[config.mk]
export PLATFORM = sky130hd
export DESIGN_NAME = snake_engine
export DESIGN_NICKNAME = d
export VERILOG_FILES = /design/src/rtl/snake_pkg.sv /design/src/rtl/snake_tick_gen.sv /design/src/rtl/snake_engine.sv
export SDC_FILE = /design/constraint.sdc
export NUM_CORES = 1
export LEC_CHECK = 0
export ABC_CLOCK_PERIOD_IN_PS = 23300
export CELL_PAD_IN_SITES_DETAIL_PLACEMENT = 1
export CELL_PAD_IN_SITES_GLOBAL_PLACEMENT = 1
export CORE_ASPECT_RATIO = 0.75
export CORE_UTILIZATION = 55
export CTS_BUF_LIST = sky130_fd_sc_hd__clkbuf_2 sky130_fd_sc_hd__clkbuf_4 sky130_fd_sc_hd__clkbuf_8
export DETAILED_ROUTE_END_ITERATION = 8
export GPL_TIMING_DRIVEN = 1
export PLACE_DENSITY_LB_ADDON = 0.1
export SLEW_MARGIN = 20
export SYNTH_ARGS = -nofsm -noshare
export SYNTH_HDL_FRONTEND = slang
export SYNTH_SLANG_ARGS = --single-unit
[constraint.sdc]
create_clock -name clk -period 23.3 [get_ports clk]
set_input_delay 4.66 -clock clk [delete_from_list [all_inputs] [get_ports clk]]
set_output_delay 4.66 -clock clk [all_outputs]
set_load 0.02 [all_outputs]
[src/rtl/snake_pkg.sv]
// ---------------------------------------------------------------------------
// snake_pkg
// Shared types and constants for the snake movement datapath.
//   dir_t       : movement direction of the snake head
//   is_reverse  : true when direction b points straight back against a
//   DEF_GRID_W/H: default playfield size in cells
// ---------------------------------------------------------------------------
package snake_pkg;

   localparam int DEF_GRID_W = 32;
   localparam int DEF_GRID_H = 24;

   typedef enum logic [1:0] {
      DIR_UP,
      DIR_DOWN,
      DIR_LEFT,
      DIR_RIGHT
   } dir_t;

   function automatic logic is_reverse(input dir_t a, input dir_t b);
      case (a)
         DIR_UP:    return (b == DIR_DOWN);
         DIR_DOWN:  return (b == DIR_UP);
         DIR_LEFT:  return (b == DIR_RIGHT);
         DIR_RIGHT: return (b == DIR_LEFT);
         default:   return 1'b0;
      endcase
   endfunction

endpackage

[src/rtl/snake_tick_gen.sv]
// ---------------------------------------------------------------------------
// snake_tick_gen
// Movement-rate divider. Produces a one-cycle step strobe every DIV enabled
// cycles, where DIV depends on the difficulty level.
//   clk          : system clock
//   rst          : asynchronous reset, active-high
//   i_clr        : synchronous clear of the count (game restart)
//   i_en         : count enable; the count holds while low
//   i_difficulty : 0 = NORMAL_DIV, 1 = HARD_DIV
//   o_step       : combinational step strobe, valid in the cycle it fires
// ---------------------------------------------------------------------------
module snake_tick_gen #(
   parameter int NORMAL_DIV = 12500000,
   parameter int HARD_DIV   = 6250000
) (
   input  logic clk,
   input  logic rst,
   input  logic i_clr,
   input  logic i_en,
   input  logic i_difficulty,
   output logic o_step
);

   localparam int MAX_DIV = (NORMAL_DIV > HARD_DIV) ? NORMAL_DIV : HARD_DIV;
   localparam int CW      = $clog2(MAX_DIV + 1);

   logic [CW-1:0] r_cnt;
   logic [CW-1:0] w_limit;

   assign w_limit = i_difficulty ? CW'(HARD_DIV - 1) : CW'(NORMAL_DIV - 1);

   // ">=" rather than "==": a switch to the faster rate while the count is
   // already past the new limit fires on the next enabled cycle.
   assign o_step = i_en && (r_cnt >= w_limit);

   // NOTE: sequential state is written with non-blocking assignments so every
   // register samples pre-edge values regardless of block ordering.
   always_ff @(posedge clk or posedge rst) begin
      if (rst) begin
         r_cnt <= '0;
      end else if (i_clr) begin
         r_cnt <= '0;
      end else if (o_step) begin
         r_cnt <= '0;
      end else if (i_en) begin
         r_cnt <= r_cnt + CW'(1);
      end
   end

endmodule

[src/rtl/snake_engine.sv]
// ---------------------------------------------------------------------------
// snake_engine
// Snake movement and collision datapath. Moves the snake one cell per step,
// detects wall/self hits and food, and answers renderer occupancy queries.
//   clk, rst                 : clock, asynchronous active-high reset
//   i_init                   : one-cycle restart pulse (priority over all)
//   i_run                    : level, snake may move
//   i_difficulty             : 0 = normal rate, 1 = hard rate
//   i_btn_{up,down,left,right}_n : active-low direction buttons
//   i_food_x/y               : food cell
//   i_qry_x/y                : renderer query cell
//   o_occupied               : combinational, query cell holds a live segment
//   o_head_x/y               : registered head position
//   o_length                 : live segment count
//   o_food_collision         : one-cycle pulse after eating
//   o_game_over              : sticky wall/self hit flag
// ---------------------------------------------------------------------------
module snake_engine
   import snake_pkg::*;
#(
   parameter int GRID_W     = DEF_GRID_W,
   parameter int GRID_H     = DEF_GRID_H,
   parameter int MAX_LEN    = 32,
   parameter int INIT_LEN   = 3,
   parameter int NORMAL_DIV = 12500000,
   parameter int HARD_DIV   = 6250000,
   localparam int XW        = $clog2(GRID_W),
   localparam int YW        = $clog2(GRID_H),
   localparam int LW        = $clog2(MAX_LEN + 1)
) (
   input  logic          clk,
   input  logic          rst,
   input  logic          i_init,
   input  logic          i_run,
   input  logic          i_difficulty,
   input  logic          i_btn_up_n,
   input  logic          i_btn_down_n,
   input  logic          i_btn_left_n,
   input  logic          i_btn_right_n,
   input  logic [XW-1:0] i_food_x,
   input  logic [YW-1:0] i_food_y,
   input  logic [XW-1:0] i_qry_x,
   input  logic [YW-1:0] i_qry_y,
   output logic          o_occupied,
   output logic [XW-1:0] o_head_x,
   output logic [YW-1:0] o_head_y,
   output logic [LW-1:0] o_length,
   output logic          o_food_collision,
   output logic          o_game_over
);

   // Start layout: horizontal line ending at the grid centre, head rightmost.
   function automatic logic [XW-1:0] init_x(input int idx);
      return (idx < INIT_LEN) ? XW'(GRID_W / 2 - idx) : '0;
   endfunction

   logic [XW-1:0] r_seg_x [MAX_LEN];
   logic [YW-1:0] r_seg_y [MAX_LEN];
   logic [LW-1:0] r_length;
   dir_t          r_dir;
   dir_t          r_pending_dir;
   logic          r_food_collision;
   logic          r_game_over;

   logic          w_step;
   logic          w_btn_any;
   dir_t          w_req_dir;
   logic          w_req_ok;
   logic [XW-1:0] w_next_x;
   logic [YW-1:0] w_next_y;
   logic          w_hit_wall;
   logic          w_hit_self;
   logic          w_eat;
   logic          w_move;

   snake_tick_gen #(
      .NORMAL_DIV (NORMAL_DIV),
      .HARD_DIV   (HARD_DIV)
   ) u_tick (
      .clk          (clk),
      .rst          (rst),
      .i_clr        (i_init),
      .i_en         (i_run && !r_game_over),
      .i_difficulty (i_difficulty),
      .o_step       (w_step)
   );

   // Button arbitration: up > down > left > right; reversals are dropped.
   // NOTE: every signal driven in always_comb gets a default first so no
   // path leaves it unassigned and no latch is inferred.
   always_comb begin
      w_btn_any = 1'b1;
      w_req_dir = DIR_RIGHT;
      if (!i_btn_up_n)         w_req_dir = DIR_UP;
      else if (!i_btn_down_n)  w_req_dir = DIR_DOWN;
      else if (!i_btn_left_n)  w_req_dir = DIR_LEFT;
      else if (!i_btn_right_n) w_req_dir = DIR_RIGHT;
      else                     w_btn_any = 1'b0;
      w_req_ok = w_btn_any && !is_reverse(r_dir, w_req_dir);
   end

   // Next head follows the direction being committed on this step.
   always_comb begin
      w_next_x   = r_seg_x[0];
      w_next_y   = r_seg_y[0];
      w_hit_wall = 1'b0;
      case (r_pending_dir)
         DIR_UP:
            if (r_seg_y[0] == '0) w_hit_wall = 1'b1;
            else                  w_next_y   = r_seg_y[0] - YW'(1);
         DIR_DOWN:
            if (r_seg_y[0] == YW'(GRID_H - 1)) w_hit_wall = 1'b1;
            else                               w_next_y   = r_seg_y[0] + YW'(1);
         DIR_LEFT:
            if (r_seg_x[0] == '0) w_hit_wall = 1'b1;
            else                  w_next_x   = r_seg_x[0] - XW'(1);
         default:
            if (r_seg_x[0] == XW'(GRID_W - 1)) w_hit_wall = 1'b1;
            else                               w_next_x   = r_seg_x[0] + XW'(1);
      endcase
   end

   // Self hit checks seg[0..length-2]; the tail cell vacates on the move.
   always_comb begin
      w_hit_self = 1'b0;
      for (int i = 0; i < MAX_LEN - 1; i++) begin
         if ((LW'(i + 1) < r_length) &&
             (r_seg_x[i] == w_next_x) && (r_seg_y[i] == w_next_y))
            w_hit_self = 1'b1;
      end
   end

   assign w_eat  = (w_next_x == i_food_x) && (w_next_y == i_food_y);
   assign w_move = w_step && !w_hit_wall && !w_hit_self;

   always_comb begin
      o_occupied = 1'b0;
      for (int i = 0; i < MAX_LEN; i++) begin
         if ((LW'(i) < r_length) &&
             (r_seg_x[i] == i_qry_x) && (r_seg_y[i] == i_qry_y))
            o_occupied = 1'b1;
      end
   end

   // Segment shift register. Entries beyond the live length are don't-care
   // but still shift, which keeps the tail when the snake grows.
   // NOTE: the segment array is reset because the start layout is part of
   // the visible reset state, not just scratch storage.
   always_ff @(posedge clk or posedge rst) begin
      if (rst) begin
         for (int i = 0; i < MAX_LEN; i++) begin
            r_seg_x[i] <= init_x(i);
            r_seg_y[i] <= YW'(GRID_H / 2);
         end
      end else if (i_init) begin
         for (int i = 0; i < MAX_LEN; i++) begin
            r_seg_x[i] <= init_x(i);
            r_seg_y[i] <= YW'(GRID_H / 2);
         end
      end else if (w_move) begin
         for (int i = MAX_LEN - 1; i > 0; i--) begin
            r_seg_x[i] <= r_seg_x[i-1];
            r_seg_y[i] <= r_seg_y[i-1];
         end
         r_seg_x[0] <= w_next_x;
         r_seg_y[0] <= w_next_y;
      end
   end

   always_ff @(posedge clk or posedge rst) begin
      if (rst) begin
         r_length         <= LW'(INIT_LEN);
         r_dir            <= DIR_RIGHT;
         r_pending_dir    <= DIR_RIGHT;
         r_food_collision <= 1'b0;
         r_game_over      <= 1'b0;
      end else if (i_init) begin
         r_length         <= LW'(INIT_LEN);
         r_dir            <= DIR_RIGHT;
         r_pending_dir    <= DIR_RIGHT;
         r_food_collision <= 1'b0;
         r_game_over      <= 1'b0;
      end else begin
         r_food_collision <= 1'b0;
         if (w_req_ok) r_pending_dir <= w_req_dir;
         if (w_step) begin
            r_dir <= r_pending_dir;
            if (w_hit_wall || w_hit_self) begin
               r_game_over <= 1'b1;
            end else if (w_eat) begin
               r_food_collision <= 1'b1;
               if (r_length < LW'(MAX_LEN)) r_length <= r_length + LW'(1);
            end
         end
      end
   end

   assign o_head_x         = r_seg_x[0];
   assign o_head_y         = r_seg_y[0];
   assign o_length         = r_length;
   assign o_food_collision = r_food_collision;
   assign o_game_over      = r_game_over;

endmodule

* After elaboration in Yosys (flattened, before gate mapping) *
Cells that the tools add are included.

storage, ports and cells
  latch bits = 0
  input bits = 29
  ROM bits = 0
  register bits = 356
  memories = 0
  bits in writable memories = 0

cells by class
  mux-type cells = 106
  $add $sub $neg = 6
  bitwise gates (word level) = 0
  multipliers = 0
  equal/unequal tests = 139
  reductions and logical operators = 152
  shift operators = 0
  div/mod/pow operators = 0
  magnitude comparators = 34

operators by type and width
  cell                   number
  $eq 5x5->1             128
  $mux 160               4
  $logic_and 1x1->1      132
  $lt 5x6->1 const A     16
  $mux 24                4
  $mux 1                 79
  $lt 4x6->1 const A     8
  $mux 6                 5
  $add 24x1->24 const B  1
  $ge 24x24->1           1
  $lt 3x6->1 const A     4
  $mux 5                 4
  $pmux 5 s2             2
  $lt 1x6->1 const A     2
  $lt 2x6->1 const A     2
  $mux 2                 6
  $reduce_bool 2->1      6
  $add 5x1->5 const B    2
  $eq 2x2->1 const B     5
  $eq 5x5->1 const B     2
  $logic_not 5->1        2
  $sub 5x1->5 const B    2
  $add 6x1->6 const B    1
  $eq 2x1->1 const B     3
  other kinds (11)       16

* Depth between registers and ports, before layout *
  word-level depth = 41
  mapped depth = 20
  depth with buffers taken out = 14

* By module *
Synthesis repeated with hierarchy kept, for this count alone.

unflattened totals
  cell total of the unflattened synthesis = 2969
  area total of the unflattened synthesis = 25211.7 um^2

modules (own cells, without submodules)
  module          instances  sequential area each (um^2)  area an instance (um^2)  cells each
  snake_engine    1          8405.6                       23656.4                  2790
  snake_tick_gen  1          600.6                        1555.2                   179

* Worst setup path after synthesis *
Ideal clock, no wire load.

  path type = input -> output
  start = input port i_qry_x[0]
  end = output port o_occupied
  stages on the path = 9
  data arrival time = 6.932 ns
  required time = 18.640 ns
  setup slack = 11.708 ns
  buffers on the path = 3
  cell sequence = clkbuf_1 -> clkbuf_1 -> clkbuf_1 -> xnor2_1 -> nand4_1 -> nor4_1 -> a2111oi_0 -> nand4_1 -> or4_1

on the way
  cells in the longest elaborated chain, start to end = 35
  elaborated cells on any way between the ends = 128
  classes of those cells = 32 x eq/ne; 32 x mux; 64 x reduce/logical

RTL lines
  item                  RTL line             source
  from (decl)           snake_engine.sv:42   input logic [XW-1:0] i_qry_x,
  $eq 5x5->1            snake_engine.sv:140  (r_seg_x[i] == i_qry_x) && (r_seg_y[i] == i_qry_y))
  $logic_and 1x1->1     snake_engine.sv:139  if ((LW'(i) < r_length) &&
  $logic_and 1x1->1     snake_engine.sv:140
  $mux 1 (31 in a row)  snake_engine.sv:139
  $mux 1 *              snake_engine.sv:139
  to (decl)             snake_engine.sv:44   output logic o_occupied,

Every way passes the cells marked *; elsewhere a longest branch is shown, timed or not.

* Final worst setup path *
  start = input port i_qry_y[3]
  end = output port o_occupied

on the way
  cells in the longest elaborated chain, start to end = 34
  elaborated cells on any way between the ends = 96
  classes of those cells = 32 x eq/ne; 32 x mux; 32 x reduce/logical

RTL lines
  item                  RTL line             source
  from (decl)           snake_engine.sv:43   input logic [YW-1:0] i_qry_y,
  $eq 5x5->1            snake_engine.sv:140
  $logic_and 1x1->1     snake_engine.sv:140
  $mux 1 (31 in a row)  snake_engine.sv:139
  $mux 1 *              snake_engine.sv:139

Marks and branches as above.

==> impl_summary.log <==
INFO  metric status = finished clean
INFO  metric drt-pass1-iter-count = 5
INFO  metric antenna-diode-count = 0
INFO  metric hp-class = reg -> reg
INFO  metric worst_clock_skew = about 0.035 ns
INFO  metric postSynth.topFlopCell = sky130_fd_sc_hd__dfrtp_1
INFO  metric worst-setup-path-type = in -> out
INFO  metric synth_area = between 20000 and 25000 sq um
INFO  metric place_worst_setup_slack = about 11 ns
INFO  metric async_set_reset_flop_share_out_of_synthesis = 100%
INFO  metric gp_congestion = roughly 0.97
INFO  metric maxClockFrequency = ~0.080 GHz
INFO  metric worstPathRequired = roughly 19 ns
INFO  metric first_iter_violations = 2095
INFO  metric global_route_wire_length_before_repair = about 140000 microns
INFO  metric io_buffer_count = between 40 and 50
INFO  metric post_synth_edffs = 0
INFO  metric fin_nets = roughly 2500
INFO  metric drive_above_1_share = around 12%
INFO  metric crit_path_max_fanout = 32
INFO  metric routed_via_density = 6.72
INFO  metric placed_cells = approximately 3000
INFO  metric maxSlewHeadroom = 15.2%
INFO  metric route.detailed.drc = 0
INFO  metric cap_violations = 0
INFO  metric grt_util_all_layers = between 40% and 50%
INFO  metric clk_path_buf_depth = 3
INFO  metric post-route-min-period = 12.55 ns
INFO  metric synth-seq-area-share = around 37%
INFO  metric synth_cell_type_count = 91
INFO  metric critical_path.endpoint_type = output port
INFO  metric tritoncts_clock_tree = done
INFO  metric pin_count = 48
INFO  metric fin_crit_sh = a little over half
INFO  metric critical_path_arrival = about 7.9 ns
INFO  metric cts-root-buf = sky130_fd_sc_hd__clkbuf_8
INFO  metric post-cts-setup-buffer-count = 0
INFO  metric floorplan_core_area = roughly 43000 sq um
INFO  metric dieHeight = 183 microns
INFO  metric timing_worst_slew_pin_value = around 1.3 ns
INFO  metric layout.cells.most_common_list = sky130_fd_sc_hd__xnor2_1 (357), sky130_fd_sc_hd__mux2i_1 (316), sky130_fd_sc_hd__nor2_1 (309)
INFO  metric detail_route.wl_per_cell = 30.7 microns
INFO  metric drv_slew = 0
INFO  metric seq_area = 9010 sq um
INFO  metric cts_hold_repair.buffers = 0
INFO  metric power.ir.vdd_worst = ~46 uV
INFO  metric rsz_0062_raised_after_global_routing = false
INFO  metric ys_ff_latch = between 300 and 400
INFO  metric static-leakage-power = between 0.01 and 0.015 uW
INFO  metric power_density = 56.4 nW/um^2
INFO  metric mostFrequentLayoutCell = sky130_fd_sc_hd__xnor2_1
INFO  metric cts_buffers = 59
INFO  metric grt_overflow_total = 0
INFO  metric syn_nets = ~2500
INFO  metric worst_skew_pair.late_latency = ~0.7 ns
INFO  metric cts_sinks = 356
INFO  metric floorplan.die_area = 44700 sq um
INFO  metric route.vias.total = roughly 21000
INFO  metric floorplan.die.width = between 200 and 250 microns
INFO  metric vias_in_the_first_global_route = ~21000
INFO  metric grt_antenna_before_repair = 1
INFO  metric dp.final_hpwl = roughly 63000 microns
INFO  metric synth-warning-count = 0
INFO  metric wl = approximately 95000 microns
INFO  metric clk_pin_slew = 0.07 ns
INFO  metric avgSynthCellArea = 9.66 sq um
INFO  metric setup-violations-final = 0
INFO  metric setup_tns_after_final_layout = 0 ns
INFO  metric post_layout_nonfiller_instances = roughly 3100
INFO  metric multi_input_comb_area = 14100 sq um
INFO  metric floorplan.initialDensity = a little under three fifths
INFO  metric final_antenna_net_count = 0
INFO  metric critical_path.startpoint_type = primary input
INFO  metric layout-area-overhead-vs-synth = 8.31%
INFO  metric row_count = 66
INFO  metric hold_viol_final = 0
INFO  metric layout_setup_ws = 10.75 ns
INFO  metric syn-instance-count = 2500
INFO  metric h-tree-depth = 2
INFO  metric grt_start_max_net_pins = about 160
INFO  metric filler_cell_count = ~4800
INFO  metric resize_count_post_cts = 0
## layout make-up
class | count | area share [%]
multi-input combinational | 1934 | 53.9
clock inverter | 23 | 0.952
inverter | 20 | 0.316
timing repair buffer | 99 | 3.23
sequential | 356 | 34.4
clock buffer | 87 | 4.36
tap | 578 | 2.77
## synthesized netlist by cell type (18+ instances only)
library cell	number	area [sq um]
sky130_fd_sc_hd__nor3_1	34	170
sky130_fd_sc_hd__o21ai_0	67	335
sky130_fd_sc_hd__nand2_1	131	492
sky130_fd_sc_hd__buf_4	41	308
sky130_fd_sc_hd__clkbuf_1	78	293
sky130_fd_sc_hd__dfstp_2	78	2050
sky130_fd_sc_hd__xnor2_1	357	3130
sky130_fd_sc_hd__mux2i_1	316	3160
sky130_fd_sc_hd__nor4_1	60	375
sky130_fd_sc_hd__buf_1	24	90.1
sky130_fd_sc_hd__buf_6	18	203
sky130_fd_sc_hd__nor2_1	310	1160
sky130_fd_sc_hd__xor2_1	202	1770
sky130_fd_sc_hd__nand4_1	72	450
sky130_fd_sc_hd__a21oi_1	52	260
sky130_fd_sc_hd__dfrtp_1	278	6960
sky130_fd_sc_hd__o2111ai_1	21	184
sky130_fd_sc_hd__and3_1	18	113
sky130_fd_sc_hd__nand3_1	46	230
sky130_fd_sc_hd__buf_2	29	145
sky130_fd_sc_hd__inv_1	18	67.6
## flip-flops by register name (all words and copies together) (netlist names)
| name | count |
|---|---|
| u_tick.r_cnt | 24 |
| r_seg_y | 155 |
| o_head_x | 5 |
| o_food_collision | 1 |
| o_game_over | 1 |
| r_dir | 2 |
| r_seg_x | 155 |
| o_head_y | 5 |
| o_length | 6 |
| r_pending_dir | 2 |
## metrics by stage
stage | hold WS (ns) | instance area [sq um] | power (uW) | util [%]
finish | 0.519 | 26100 | 1470 | 60.3
global route | 0.542 | 26100 | 1510 | 60.3
CTS | 0.515 | 26100 | 1470 | 60.3
detailed placement | 0.504 | 24700 | 818 | 57.1
global placement | 0.473 | 24700 | 812 | 57.1
floorplan | 0.449 | 24100 | 755 | -
## where the power goes
part	leakage, uW	switching [uW]	internal, uW
Clock	0.000742	290	371
Sequential	0.00471	2.56	620
Combinational	0.00718	132	60.0
## layer usage
layer / wire length [microns] / global-route usage, %
met5: 13 / 0
met4: 4410 / 20.4
met3: 11200 / 10.9
met2: 40300 / 61.9
met1: 39300 / 59.6
## worst paths after layout
check | end | cells after the start | start | slack [ns]
worst max-delay path | o_occupied | 11 | i_qry_y[3] | 10.75
worst min-delay path | u_tick.r_cnt[5] | 1 | u_tick.r_cnt[5] | 0.52
worst max register to register | r_seg_x[97] | 19 | o_head_x[0] | 15.09
worst min register to register | u_tick.r_cnt[5] | 1 | u_tick.r_cnt[5] | 0.52
max in group asynchronous | r_seg_x[123] | 3 | rst | 17.28
min in group asynchronous | r_seg_x[58] | 2 | rst | 4.56
## kinds of logic after synthesis
kind of cell | count (synthesis) | share of synthesized area, %
and+or+nand+nor | 757 | 15.1
xor gates and xnor gates | 566 | 20.8
DFF | 356 | 37.3
muxes | 318 | 13.2
AOI/OAI and AO/OA | 277 | 8.04
buffers and inverters | 210 | 4.61
adders and majority gates | 16 | 0.829
## critical path: stages
cell and delay, ns:
sky130_fd_sc_hd__buf_2 0.08, sky130_fd_sc_hd__buf_4 0.61, sky130_fd_sc_hd__xnor2_1 0.16, sky130_fd_sc_hd__nand4_1 0.13, sky130_fd_sc_hd__nor4_1 0.06, sky130_fd_sc_hd__a22oi_1 0.33, sky130_fd_sc_hd__o311ai_0 0.25, sky130_fd_sc_hd__nor4_1 0.34
sky130_fd_sc_hd__nand4_1 0.11, sky130_fd_sc_hd__or4_1 0.55, sky130_fd_sc_hd__clkdlybuf4s50_1 0.59
Power figures use the tool's default switching activity.
